<file path="src/rtl/hazard_ctrl_sb_if.sv">
`default_nettype none
// ============================================================================
//  Module      : hazard_ctrl_sb_if
//  Description : ID-stage hazard inputs and stall/refresh outputs of the
//                scoreboard stall/flush controller.
//  Revision    : 1.0
// ============================================================================
interface hazard_ctrl_sb_if #(
    parameter int RW = 5,
    parameter int NB = 4
);
    logic          id_valid;
    logic          id_branch;
    logic          id_rs_ren;
    logic [RW-1:0] id_rs;
    logic          id_rt_ren;
    logic [RW-1:0] id_rt;
    logic          id_wen;
    logic [RW-1:0] id_wreg;
    logic [1:0]    id_wclass;
    logic          id_md_use;
    logic          md_busy;
    logic          imem_wait;
    logic          dmem_wait;
    logic          exc_oc;
    logic [NB-1:0] stall;
    logic [NB-1:0] refresh;
    logic          pc_stall;
    logic          id_hazard;
    logic          exc_pend;
    logic [31:0]   stall_cnt;

    modport master (
        output id_valid, id_branch, id_rs_ren, id_rs, id_rt_ren, id_rt,
               id_wen, id_wreg, id_wclass, id_md_use, md_busy,
               imem_wait, dmem_wait, exc_oc,
        input  stall, refresh, pc_stall, id_hazard, exc_pend, stall_cnt
    );

    modport slave (
        input  id_valid, id_branch, id_rs_ren, id_rs, id_rt_ren, id_rt,
               id_wen, id_wreg, id_wclass, id_md_use, md_busy,
               imem_wait, dmem_wait, exc_oc,
        output stall, refresh, pc_stall, id_hazard, exc_pend, stall_cnt
    );
endinterface
`default_nettype wire

</file>
<file path="src/rtl/hazard_ctrl_sb.sv">
`default_nettype none
// ============================================================================
//  Module      : hazard_ctrl_sb
//  Description : Scoreboard-based pipeline stall/flush controller with
//                memory freeze, mul/div interlock and pending exception flush.
//  Revision    : 1.0
// ============================================================================
module hazard_ctrl_sb #(
    parameter int NSTAGE   = 5,
    parameter int NREG     = 32,
    parameter int RW       = 5,
    parameter int CW       = 3,
    parameter int LAT_ALU  = 1,
    parameter int LAT_LOAD = 2,
    parameter int LAT_CP0  = 2,
    parameter int LAT_MD   = 1,
    parameter int EXC_BND  = 2
) (
    input  wire logic        clk,
    input  wire logic        rst,
    hazard_ctrl_sb_if.slave  bus
);
    localparam int NB     = NSTAGE - 1;
    localparam int C_CMAX = (1 << CW) - 1;

    function automatic logic [CW-1:0] clip_lat(input int lat);
        return (lat > C_CMAX) ? CW'(C_CMAX) : CW'(lat);
    endfunction

    localparam logic [CW-1:0] c_lat_alu  = clip_lat(LAT_ALU);
    localparam logic [CW-1:0] c_lat_load = clip_lat(LAT_LOAD);
    localparam logic [CW-1:0] c_lat_cp0  = clip_lat(LAT_CP0);
    localparam logic [CW-1:0] c_lat_md   = clip_lat(LAT_MD);

    logic [CW-1:0] r_cnt [NREG];
    logic [CW-1:0] w_dec [NREG];
    logic          r_exc_pend;
    logic [31:0]   r_stall_cnt;

    logic          w_freeze, w_flush, w_src_hz, w_hz, w_issue;
    logic [CW-1:0] w_slack, w_lat, w_wr_val;

    assign w_freeze = bus.dmem_wait;
    assign w_flush  = !w_freeze && (bus.exc_oc || r_exc_pend);
    // Branches resolve in ID and so need the value one cycle earlier.
    assign w_slack  = bus.id_branch ? '0 : CW'(1);
    assign w_src_hz = (bus.id_rs_ren && (bus.id_rs != '0) && (r_cnt[bus.id_rs] > w_slack)) ||
                      (bus.id_rt_ren && (bus.id_rt != '0) && (r_cnt[bus.id_rt] > w_slack));
    assign w_hz     = bus.id_valid && !w_freeze && !w_flush &&
                      (w_src_hz || (bus.id_md_use && bus.md_busy));
    assign w_issue  = bus.id_valid && bus.id_wen && (bus.id_wreg != '0) &&
                      !w_hz && !w_freeze && !w_flush;

    always_comb begin
        w_lat = c_lat_alu;
        case (bus.id_wclass)
            2'd0:    w_lat = c_lat_alu;
            2'd1:    w_lat = c_lat_load;
            2'd2:    w_lat = c_lat_cp0;
            default: w_lat = c_lat_md;
        endcase
    end

    always_comb begin
        for (int i = 0; i < NREG; i++) begin
            w_dec[i] = (r_cnt[i] == '0) ? '0 : r_cnt[i] - CW'(1);
        end
    end

    // Keep the longer of an older writer's remaining time and the new latency (WAW).
    assign w_wr_val = (w_dec[bus.id_wreg] > w_lat) ? w_dec[bus.id_wreg] : w_lat;

    always_ff @(posedge clk) begin
        if (rst) begin
            for (int i = 0; i < NREG; i++) r_cnt[i] <= '0;
        end else if (w_freeze) begin
            for (int i = 0; i < NREG; i++) r_cnt[i] <= r_cnt[i];
        end else if (w_flush) begin
            for (int i = 0; i < NREG; i++) r_cnt[i] <= '0;
        end else begin
            r_cnt[0] <= '0;
            for (int i = 1; i < NREG; i++) begin
                if (w_issue && (bus.id_wreg == RW'(i))) r_cnt[i] <= w_wr_val;
                else                                    r_cnt[i] <= w_dec[i];
            end
        end
    end

    always_ff @(posedge clk) begin
        if (rst) begin
            r_exc_pend  <= 1'b0;
            r_stall_cnt <= '0;
        end else begin
            if (w_flush)                      r_exc_pend <= 1'b0;
            else if (bus.exc_oc && w_freeze)  r_exc_pend <= 1'b1;
            if (w_freeze || w_hz)             r_stall_cnt <= r_stall_cnt + 32'd1;
        end
    end

    always_comb begin
        bus.stall    = '0;
        bus.refresh  = '0;
        bus.pc_stall = 1'b0;
        if (w_freeze) begin
            bus.stall    = '1;
            bus.pc_stall = 1'b1;
        end else if (w_flush) begin
            for (int i = 0; i < NB; i++) bus.refresh[i] = (i <= EXC_BND);
        end else if (w_hz) begin
            bus.stall[0]   = 1'b1;
            bus.refresh[1] = 1'b1;
            bus.pc_stall   = 1'b1;
        end else if (bus.imem_wait) begin
            bus.refresh[0] = 1'b1;
            bus.pc_stall   = 1'b1;
        end
    end

    assign bus.id_hazard = w_hz;
    assign bus.exc_pend  = r_exc_pend;
    assign bus.stall_cnt = r_stall_cnt;
endmodule
`default_nettype wire

</file>
<file path="src/flat_wrapper.sv">
// flat-port wrapper written by rule: the top's interface ports become plain ports
module hazard_ctrl_sb_flat 
#(
    parameter int NSTAGE   = 5,
    parameter int NREG     = 32,
    parameter int RW       = 5,
    parameter int CW       = 3,
    parameter int LAT_ALU  = 1,
    parameter int LAT_LOAD = 2,
    parameter int LAT_CP0  = 2,
    parameter int LAT_MD   = 1,
    parameter int EXC_BND  = 2
)
  (clk, rst, bus_id_valid, bus_id_branch, bus_id_rs_ren, bus_id_rs, bus_id_rt_ren, bus_id_rt, bus_id_wen, bus_id_wreg, bus_id_wclass, bus_id_md_use, bus_md_busy, bus_imem_wait, bus_dmem_wait, bus_exc_oc, bus_stall, bus_refresh, bus_pc_stall, bus_id_hazard, bus_exc_pend, bus_stall_cnt);
  hazard_ctrl_sb_if #(.RW(RW), .NB(4)) bus_i ();
  input  wire logic clk;
  input  wire logic rst;
  input wire logic [$bits(bus_i.id_valid)-1:0] bus_id_valid;
  input wire logic [$bits(bus_i.id_branch)-1:0] bus_id_branch;
  input wire logic [$bits(bus_i.id_rs_ren)-1:0] bus_id_rs_ren;
  input wire logic [$bits(bus_i.id_rs)-1:0] bus_id_rs;
  input wire logic [$bits(bus_i.id_rt_ren)-1:0] bus_id_rt_ren;
  input wire logic [$bits(bus_i.id_rt)-1:0] bus_id_rt;
  input wire logic [$bits(bus_i.id_wen)-1:0] bus_id_wen;
  input wire logic [$bits(bus_i.id_wreg)-1:0] bus_id_wreg;
  input wire logic [$bits(bus_i.id_wclass)-1:0] bus_id_wclass;
  input wire logic [$bits(bus_i.id_md_use)-1:0] bus_id_md_use;
  input wire logic [$bits(bus_i.md_busy)-1:0] bus_md_busy;
  input wire logic [$bits(bus_i.imem_wait)-1:0] bus_imem_wait;
  input wire logic [$bits(bus_i.dmem_wait)-1:0] bus_dmem_wait;
  input wire logic [$bits(bus_i.exc_oc)-1:0] bus_exc_oc;
  output wire logic [$bits(bus_i.stall)-1:0] bus_stall;
  output wire logic [$bits(bus_i.refresh)-1:0] bus_refresh;
  output wire logic [$bits(bus_i.pc_stall)-1:0] bus_pc_stall;
  output wire logic [$bits(bus_i.id_hazard)-1:0] bus_id_hazard;
  output wire logic [$bits(bus_i.exc_pend)-1:0] bus_exc_pend;
  output wire logic [$bits(bus_i.stall_cnt)-1:0] bus_stall_cnt;
  assign bus_i.id_valid = bus_id_valid;
  assign bus_i.id_branch = bus_id_branch;
  assign bus_i.id_rs_ren = bus_id_rs_ren;
  assign bus_i.id_rs = bus_id_rs;
  assign bus_i.id_rt_ren = bus_id_rt_ren;
  assign bus_i.id_rt = bus_id_rt;
  assign bus_i.id_wen = bus_id_wen;
  assign bus_i.id_wreg = bus_id_wreg;
  assign bus_i.id_wclass = bus_id_wclass;
  assign bus_i.id_md_use = bus_id_md_use;
  assign bus_i.md_busy = bus_md_busy;
  assign bus_i.imem_wait = bus_imem_wait;
  assign bus_i.dmem_wait = bus_dmem_wait;
  assign bus_i.exc_oc = bus_exc_oc;
  assign bus_stall = bus_i.stall;
  assign bus_refresh = bus_i.refresh;
  assign bus_pc_stall = bus_i.pc_stall;
  assign bus_id_hazard = bus_i.id_hazard;
  assign bus_exc_pend = bus_i.exc_pend;
  assign bus_stall_cnt = bus_i.stall_cnt;
  hazard_ctrl_sb #(.NSTAGE(NSTAGE), .NREG(NREG), .RW(RW), .CW(CW), .LAT_ALU(LAT_ALU), .LAT_LOAD(LAT_LOAD), .LAT_CP0(LAT_CP0), .LAT_MD(LAT_MD), .EXC_BND(EXC_BND)) u_core (.clk(clk), .rst(rst), .bus(bus_i));
endmodule
</file>
<file path="config.mk">
export PLATFORM = sky130hd
export DESIGN_NAME = hazard_ctrl_sb_flat
export DESIGN_NICKNAME = d
export VERILOG_FILES = /design/src/rtl/hazard_ctrl_sb_if.sv /design/src/rtl/hazard_ctrl_sb.sv /design/src/flat_wrapper.sv
export SDC_FILE = /design/constraint.sdc
export NUM_CORES = 1
export LEC_CHECK = 0
export CAP_MARGIN = 20
export CORE_MARGIN = 4
export CORE_UTILIZATION = 35
export DETAILED_ROUTE_END_ITERATION = 16
export PLACE_DENSITY = 0.54
export SKIP_CTS_REPAIR_TIMING = 1
export SYNTH_ARGS = -nofsm -noshare
export SYNTH_HDL_FRONTEND = slang
export SYNTH_SLANG_ARGS = --single-unit
</file>
<file path="constraint.sdc">
create_clock -name clk -period 9.4 [get_ports clk]
set_input_delay 1.88 -clock clk [delete_from_list [all_inputs] [get_ports clk]]
set_output_delay 1.88 -clock clk [all_outputs]
set_load 0.01 [all_outputs]
</file>
# --- Word level (Yosys, flattened, before mapping) ---
# Memory sizes are Yosys's and may differ from the RTL's.
# Cells that the tools add are included.
op_classes:
  n_addsub: 33
  n_mul: 0
  div_mod_pow: 0
  n_lt_le_gt_ge: 4
  n_eq_ne: 33
  shift: 0
  muxes: 500
  bitwise_logic: 128
  reduce_logical: 90
ops:
  columns: ["cell", "n"]
  rows:
  - ["$mux 3", 163]
  - ["$mux 1", 333]
  - ["$or 1x1->1", 127]
  - ["$logic_not 3->1", 32]
  - ["$sub 3x1->3 const B", 32]
  - ["$eq 5x5->1 const B", 16]
  - ["$logic_and 1x1->1", 46]
  - ["$eq 5x4->1 const B", 8]
  - ["$add 32x1->32 const B", 1]
  - ["$eq 5x3->1 const B", 4]
  - ["$bmux 3 s5", 1]
  - ["$reduce_bool 5->1", 3]
  - ["$eq 5x2->1 const B", 2]
  - ["$ge 6x6->1 const B", 1]
  - ["$gt 3x3->1", 2]
  - ["$not 5->6", 1]
  - ["$eq 5x1->1 const B", 1]
  - ["$logic_or 1x1->1", 4]
  - ["$mux 2", 2]
  - ["$mux 4", 1]
  - ["$reduce_or 2->1", 2]
  - ["$gt 3x2->1", 1]
  - ["$logic_not 1->1", 3]
  - ["$eq 2x1->1 const B", 1]
  - ["$eq 2x2->1 const B", 1]
totals:
  reg_bits: 33
  latchBits: 0
  ram_bits: 96
  mem_bits_ro: 0
  in_bits: 29
  out_inout_bits: 43
  wordCells: 791
  memories: 1
mem_list:
  columns: ["name", "depth", "width", "read_ports", "rd_clocked_by_memory_dff", "write_ports", "line_no", "text"]
  rows:
  - ["u_core.r_cnt", 32, 3, 34, 0, 32, "hazard_ctrl_sb.sv:35", "logic [CW-1:0] r_cnt [NREG];"]

# --- Longest topological paths before layout ---
# Gate-level depths: netlist (run 1).
logic_depth:
  depth_word: 18
  mapped_depth: 18
  ltp_nobuf: 14

# --- Worst setup path before layout (run 1) ---
# No wires, ideal clock.
synth_path:
  kind: "input -> output"
  from: "input bus_id_rs[0]"
  to: "output bus_pc_stall"
  arrival_ps: 4878
  required_ps: 7520
  slack_ps: 2642
  stages: 12
  n_path_buf: 3
  cell_sequence: "buf_2 buf_4 mux4_2 mux4_2 mux2i_1 ha_1 or3_1 a21oi_1 a2111oi_4 and2_4 clkbuf_1 a21oi_1"
synth_between:
  elab_chain_len: 9
  word_cells_on_any_way: 11
  classes_between: "order compare (1); mux (3); reduce/logical (6); memory (1)"
synth_rtl:
  columns: ["item", "line_no", "text"]
  rows:
  - ["start: declaration", "flat_wrapper.sv:21", "input wire logic [$bits(bus_i.id_rs)-1:0] bus_id_rs;"]
  - ["$mem_v2 32x3 / $reduce_bool 5->1 (equally long branches)", null, null]
  - ["$gt 3x3->1 / $logic_and 1x1->1 (equally long branches)", "hazard_ctrl_sb.sv:47", "assign w_src_hz = (bus.id_rs_ren && (bus.id_rs != '0) && (r_cnt[bus.id_rs] > w_slack)) ||"]
  - ["$logic_and 1x1->1 *", "hazard_ctrl_sb.sv:47", null]
  - ["$logic_or 1x1->1 *", "hazard_ctrl_sb.sv:47", null]
  - ["$logic_or 1x1->1 *", "hazard_ctrl_sb.sv:50", "(w_src_hz || (bus.id_md_use && bus.md_busy));"]
  - ["$logic_and 1x1->1 *", "hazard_ctrl_sb.sv:49", "assign w_hz = bus.id_valid && !w_freeze && !w_flush &&"]
  - ["$mux 1 *", "hazard_ctrl_sb.sv:109", "end else if (w_hz) begin"]
  - ["$mux 1 *", "hazard_ctrl_sb.sv:107", "end else if (w_flush) begin"]
  - ["$mux 1 *", "hazard_ctrl_sb.sv:104", "if (w_freeze) begin"]
  - ["end: declaration", "flat_wrapper.sv:34", "output wire logic [$bits(bus_i.pc_stall)-1:0] bus_pc_stall;"]
# Mark *: on every way between the ends. The rest lies on a longest branch, timed or not.

# --- Worst setup path after layout (run 1) ---
layout_path:
  from: "input bus_id_rt[0]"
  to: "output bus_refresh[0]"
layout_between:
  elab_chain_len: 9
  word_cells_on_any_way: 11
  classes_between: "order compare (1); mux (3); reduce/logical (6); memory (1)"
layout_rtl:
  columns: ["item", "line_no", "text"]
  rows:
  - ["start: declaration", "flat_wrapper.sv:23", "input wire logic [$bits(bus_i.id_rt)-1:0] bus_id_rt;"]
  - ["$mem_v2 32x3 / $reduce_bool 5->1 (equally long branches)", null, null]
  - ["$gt 3x3->1 / $logic_and 1x1->1 (equally long branches)", "hazard_ctrl_sb.sv:48", "(bus.id_rt_ren && (bus.id_rt != '0) && (r_cnt[bus.id_rt] > w_slack));"]
  - ["$logic_and 1x1->1 *", "hazard_ctrl_sb.sv:48", null]
  - ["$logic_or 1x1->1 *", "hazard_ctrl_sb.sv:47", null]
  - ["$logic_or 1x1->1 *", "hazard_ctrl_sb.sv:50", null]
  - ["$logic_and 1x1->1 *", "hazard_ctrl_sb.sv:49", null]
  - ["$mux 1 *", "hazard_ctrl_sb.sv:109", null]
  - ["$mux 2 *", "hazard_ctrl_sb.sv:107", null]
  - ["$mux 4 *", "hazard_ctrl_sb.sv:104", null]
  - ["end: declaration", "flat_wrapper.sv:33", "output wire logic [$bits(bus_i.refresh)-1:0] bus_refresh;"]
# Marked as above.

==> flow_metrics.env, run 1 <==
export IMPL_intPower_w=0.00118
export IMPL_drt_total_wl_um=33100
export IMPL_grt_first_pass_wirelength_um=50400
export IMPL_combPwrFrac=0.159
export IMPL_synthFlopType="edfxtp_1"
export IMPL_cp_end_kind="output pin"
export IMPL_ys_seq_area_frac=0.373
export IMPL_p_leak_nw=3.46
export IMPL_slew_headroom=0.325
export IMPL_multi_input_area_um2=5350
export IMPL_fillers=2584
export IMPL_synth_cell_type_count=77
export IMPL_rsz0062_at_grt="false"
export IMPL_drc_errors=0
export IMPL_critPathLaunchType="input port"
export IMPL_grt_antenna_before_repair=0
export IMPL_tritoncts="yes"
export IMPL_num_rows=59
export IMPL_gp_congestion=0.975
export IMPL_die_w_um=171
export IMPL_cts_clk_slew_worst_paths_ns=0.06
export IMPL_final_area_um2=10700
export IMPL_required_ns=7.52
export IMPL_wl_per_cell_um=24.0
export IMPL_cts_sinks=126
export IMPL_period_share=0.883
export IMPL_vias=8519
export IMPL_worst_pin_slew_ns=1.01
export IMPL_fmax_mhz=120
export IMPL_clk_latency_ns=0.43
export IMPL_seqCellArea_um2=3450
export IMPL_clock_path_buffers=2
export IMPL_run_status="finished, final reports clean"
export IMPL_grt_overflow=0
export IMPL_syn_area_um2=9250
export IMPL_grt_total_usage=0.226
export IMPL_peakVddDrop_mv=0.104
export IMPL_dr_first_iter_drc_count=885
export IMPL_ys_seq_elements=126
export IMPL_dr_pass1_iters=5
export IMPL_grt_pass1_vias=8185
export IMPL_initial_core_util=0.355
export IMPL_skew_ns=0.0122
export IMPL_tns_ns=0
export IMPL_whs_ns=0.532
export IMPL_p_sw_frac=0.283
export IMPL_cp_arrival_ns=6.42
export IMPL_clockRootBuffer="clkbuf_16"
export IMPL_final_setup_viol_count=0
export IMPL_die_h_um=171
export IMPL_maxSlewViolCount=0
export IMPL_fin_util=0.412
export IMPL_h_tree_depth=4
export IMPL_final_hold_violation_count=0
export IMPL_post_dp_hpwl_um=23200
export IMPL_p_switching_w=0.000467
export IMPL_numCtsBuffers=17
export IMPL_syn_avg_cell_area_um2=9.27
export IMPL_seq_power_share=0.398
export IMPL_area_growth_pct=16.2
export IMPL_powerDensity_nw_per_um2=154
export IMPL_placed_cell_area_um2=10100
export IMPL_die_area_um2=29100
export IMPL_worst_setup_path_type="input port to output pin"
export IMPL_cap_viol_max_count=0
export IMPL_core_um2=26100
export IMPL_ioPinCount=72
export IMPL_portBuffers=70
export IMPL_n_antenna_cell=0
export IMPL_grt_start_max_net_pins=70
export IMPL_final_antenna_net_count=0
export IMPL_p_clk_frac=0.444
export IMPL_period_needed_ns=8.30
export IMPL_ys_warnings_count=0
export IMPL_layout_drive_gt1_share=0.125
export IMPL_fin_nets=1064
export IMPL_cp_max_fo=24
export IMPL_hp_class="flip-flop to flip-flop"
export IMPL_via_per_inst=6.18
export IMPL_async_flop_share=0
export IMPL_netlist_instances=998
export IMPL_synth_fp_nets=1032
export IMPL_synth_edf_count=93
## cells by family after synthesis
family | synth area share
AOI/OAI and AO/OA | 0.189
xor gates and xnor gates | 0.0189
adders and majority gates | 0.00676
buffers and inverters | 0.0513
DFF | 0.373
muxes | 0.0921
other | 0.000405
and+or+nand+nor | 0.268
## power by group through the flow
stage	Clock [W]	Combinational [W]	Sequential, W
floorplan	0	0.000172	0.000654
global placement	0	0.000255	0.000666
detailed placement	0	0.000255	0.000666
CTS	0.000740	0.000257	0.000655
global route	0.000764	0.000280	0.000659
finish	0.000732	0.000262	0.000656
## cell type report
| type | count | share of cell area |
|---|---|---|
| Multi-Input combinational cell | 782 | 0.498 |
| Sequential cell | 126 | 0.321 |
| Timing Repair Buffer | 89 | 0.0785 |
| Clock buffer | 20 | 0.0406 |
| Tap cell | 335 | 0.0390 |
| Clock inverter | 12 | 0.0179 |
| Inverter | 14 | 0.00489 |
## path summary, 6_finish.rpt
kind | start | end | slack (ns) | cells after the start
hold / removal | u_core.bus.stall_cnt[31] | u_core.bus.stall_cnt[31] | 0.53 | 2
setup reg to reg | u_core.r_cnt[26][0] | u_core.r_cnt[23][0] | 3.99 | 13
hold reg to reg | u_core.bus.stall_cnt[31] | u_core.bus.stall_cnt[31] | 0.53 | 2
setup / recovery | bus_id_rt[0] | bus_refresh[0] | 1.10 | 11
## cell usage after synthesis, drive strengths merged (12+ instances only)
master   count  area [µm²]
a2111oi     15         165
a21oi       55         279
and2        12        77.6
buf         50         324
clkbuf      26        97.6
dfxtp       33         661
edfxtp      93        2790
inv         14        52.6
mux2i       21         210
mux4        25         563
nand2       77         289
nand3       29         145
nor2       120         450
nor3        54         345
nor3b       23         173
o211ai      13        97.6
o21ai       61         305
o22ai       20         125
o31ai       18         135
or3         32         200
xnor2       20         175
## cells in the final DEF, fill, tap and decap left out, types with 20 or more instances in the layout
| cell type | n |
|---|---|
| edfxtp_1 | 93 |
| nand2_1 | 75 |
| a21oi_1 | 54 |
| nor3b_1 | 23 |
| or3_1 | 32 |
| mux2i_1 | 21 |
| xnor2_1 | 20 |
| o22ai_1 | 20 |
| nand3_1 | 29 |
| clkdlybuf4s50_1 | 70 |
| o21ai_0 | 58 |
| dfxtp_1 | 33 |
| mux4_2 | 25 |
| nor3_1 | 39 |
| nor2_1 | 120 |
## metrics by stage
step           setup WS [ns]  total power [W]  std cells
2_1_floorplan           2.64         0.000826        998
3_3_place_gp            1.18         0.000921       1345
3_5_place_dp            1.12         0.000921       1345
4_1_cts                 1.10          0.00165       1377
5_1_grt                0.907          0.00170       1378
6_report                1.10          0.00165       1378
## worst max-delay path, cell delays in order
cell             delay (ns)
clkdlybuf4s50_1        1.04
mux4_2                 0.60
mux4_2                 0.47
mux2i_1                0.15
ha_1                   0.19
o221ai_1               0.15
o311ai_2               0.53
and2_4                 0.31
inv_2                  0.28
o22ai_1                0.23
clkdlybuf4s50_1        0.57
## routing by layer
layer | up-vias | global-route usage | part of all wire
met3 | 64 | 0.0522 | 0.091
met1 | 4122 | 0.311 | 0.43
met2 | 424 | 0.347 | 0.44
met4 | 0 | 0.0865 | 0.035
li1 | 3909 | - | -
met5 | - | 0 | 0
## flip-flops by register name, summed over array words and instances, names as in the netlist
signal	cells
u_core.r_cnt	93
u_core.bus.stall_cnt	32
u_core.bus.exc_pend	1
Note: power is estimated with default switching activity, not from simulation.
==> run 2: changes to the inputs <==
Settings changed: CORE_UTILIZATION 35 to 57, PLACE_DENSITY 0.54 to 0.8, SLEW_MARGIN from default to 20.
==> flow_metrics.env, run 2 (synthesis gave the netlist of run 1 again) <==
export IMPL_drt_total_wl_um=29700
export IMPL_run_status="finished, final reports clean"
export IMPL_initial_core_util=0.582
export IMPL_cap_viol_max_count=0
export IMPL_fin_nets=1062
export IMPL_final_setup_viol_count=0
export IMPL_dr_first_iter_drc_count=1358
export IMPL_die_h_um=135
export IMPL_final_antenna_net_count=0
export IMPL_setup_ws_ns=1.13
export IMPL_numCtsBuffers=17
export IMPL_post_dp_hpwl_um=21100
export IMPL_cp_arrival_ns=6.39
export IMPL_seq_power_share=0.419
export IMPL_intPower_w=0.00111
export IMPL_fin_util=0.663
export IMPL_slowest_delay_ns=0.87
export IMPL_vias=8793
export IMPL_clock_path_buffers=2
export IMPL_pre_cts_ws_ns=1.15
export IMPL_critical_path_top_delay_family="buffers and inverters"
export IMPL_required_ns=7.52
export IMPL_crit_slowest_cell="clkdlybuf4s50_1"
export IMPL_slew_headroom=0.218
export IMPL_core_um2=15900
export IMPL_layout_drive_gt1_share=0.124
export IMPL_portBuffers=70
export IMPL_drc_errors=0
export IMPL_p_sw_frac=0.288
export IMPL_top_register="u_core.r_cnt"
export IMPL_crit_chain="clkdlybuf4s50_1 -> buf_4 -> inv_2 -> nand3_1 -> o21ai_0 -> mux4_2 -> mux2i_1 -> ha_1 -> or3_1 -> a21oi_1 -> a2111oi_4 -> and2_4 -> inv_2 -> o22ai_1 -> clkdlybuf4s50_1"
export IMPL_num_rows=46
export IMPL_critPathLaunchType="input port"
export IMPL_combPwrFrac=0.163
export IMPL_grt_total_usage=0.326
export IMPL_final_common_cell="nor2_1"
export IMPL_p_switching_w=0.000452
export IMPL_grt_antenna_before_repair=0
export IMPL_powerDensity_nw_per_um2=149
export IMPL_die_w_um=135
export IMPL_cts_clk_slew_worst_paths_ns=0.06
export IMPL_dr_pass1_iters=6
export IMPL_gp_congestion=0.971
export IMPL_period_needed_ns=8.27
export IMPL_clk_latency_ns=0.43
export IMPL_via_per_inst=7.00
export IMPL_final_cell_mix="nor2_1 (120), edfxtp_1 (93), nand2_1 (75)"
export IMPL_clockRootBuffer="clkbuf_16"
export IMPL_cts_sinks=126
export IMPL_n_antenna_cell=0
export IMPL_peakVddDrop_mv=0.123
export IMPL_rsz0062_at_grt="false"
export IMPL_largest_reg_flops=93
export IMPL_skew_ns=0.00884
export IMPL_p_leak_nw=3.43
export IMPL_final_hold_violation_count=0
export IMPL_period_share=0.880
export IMPL_ioPinCount=72
export IMPL_tns_ns=0
export IMPL_grt_overflow=0
export IMPL_grt_first_pass_wirelength_um=45800
export IMPL_cp_end_kind="output pin"
export IMPL_wl_per_cell_um=23.7
export IMPL_die_area_um2=18300
export IMPL_hp_class="flip-flop to flip-flop"
export IMPL_cp_max_fo=19
export IMPL_cp_num_buf_inv=5
export IMPL_h_tree_depth=4
export IMPL_grt_start_max_net_pins=70
export IMPL_fmax_mhz=121
export IMPL_tritoncts="yes"
export IMPL_grt_pass1_vias=8103
export IMPL_fillers=1300
export IMPL_p_clk_frac=0.418
export IMPL_worst_setup_path_type="input port to output pin"
export IMPL_area_growth_pct=13.9
export IMPL_worst_pin_slew_ns=1.17
export IMPL_maxSlewViolCount=0
-- run 2: stage by stage --
stage | instance area (µm²) | cells | hold WS [ns] | power [W]
2_1_floorplan | 9250 | 998 | 0.512 | 0.000826
3_3_place_gp | 9950 | 1225 | 0.491 | 0.000908
3_5_place_dp | 9950 | 1225 | 0.499 | 0.000912
4_1_cts | 10500 | 1257 | 0.507 | 0.00156
5_1_grt | 10500 | 1257 | 0.533 | 0.00161
6_report | 10500 | 1257 | 0.505 | 0.00157
-- run 2: tightest hold or removal path, stage by stage, from the launching register on --
cell	delay (ns)
dfxtp_1	0.34
nand2_1	0.07
a21oi_1	0.05
-- run 2: path summary, 6_finish.rpt --
kind                                           endpoint  cells past startpoint               startpoint  slack [ns]
worst min-delay path            u_core.bus.stall_cnt[1]                      2  u_core.bus.stall_cnt[1]        0.51
worst max-delay path                     bus_refresh[0]                     15             bus_id_rs[0]        1.13
worst max register to register      u_core.r_cnt[11][0]                     13      u_core.r_cnt[26][0]        4.19
worst min register to register  u_core.bus.stall_cnt[1]                      2  u_core.bus.stall_cnt[1]        0.51
-- run 2: final cells by class --
type                            count  area, µm²  area share
Inverter                           14       52.6     0.00499
Clock inverter                      8       77.6     0.00737
Multi-Input combinational cell    782       5350       0.508
Clock buffer                       24        503      0.0478
Sequential cell                   126       3450       0.328
Timing Repair Buffer               87        828      0.0787
Tap cell                          216        270      0.0257
-- run 2: metal layers --
| metal | part of all wire | track usage |
|---|---|---|
| met1 | 0.38 | 0.439 |
| met3 | 0.13 | 0.101 |
| met2 | 0.43 | 0.477 |
| met4 | 0.052 | 0.161 |
| met5 | 0 | 0 |
-- run 2: power by group through the flow --
stage                     logic, W  clock network [W]  registers, W
final                     0.000255           0.000654      0.000656
after detailed placement  0.000247                  0      0.000665
after global placement    0.000244                  0      0.000664
after CTS                 0.000248           0.000655      0.000654
after floorplan           0.000172                  0      0.000654
after global routing      0.000271           0.000681      0.000658
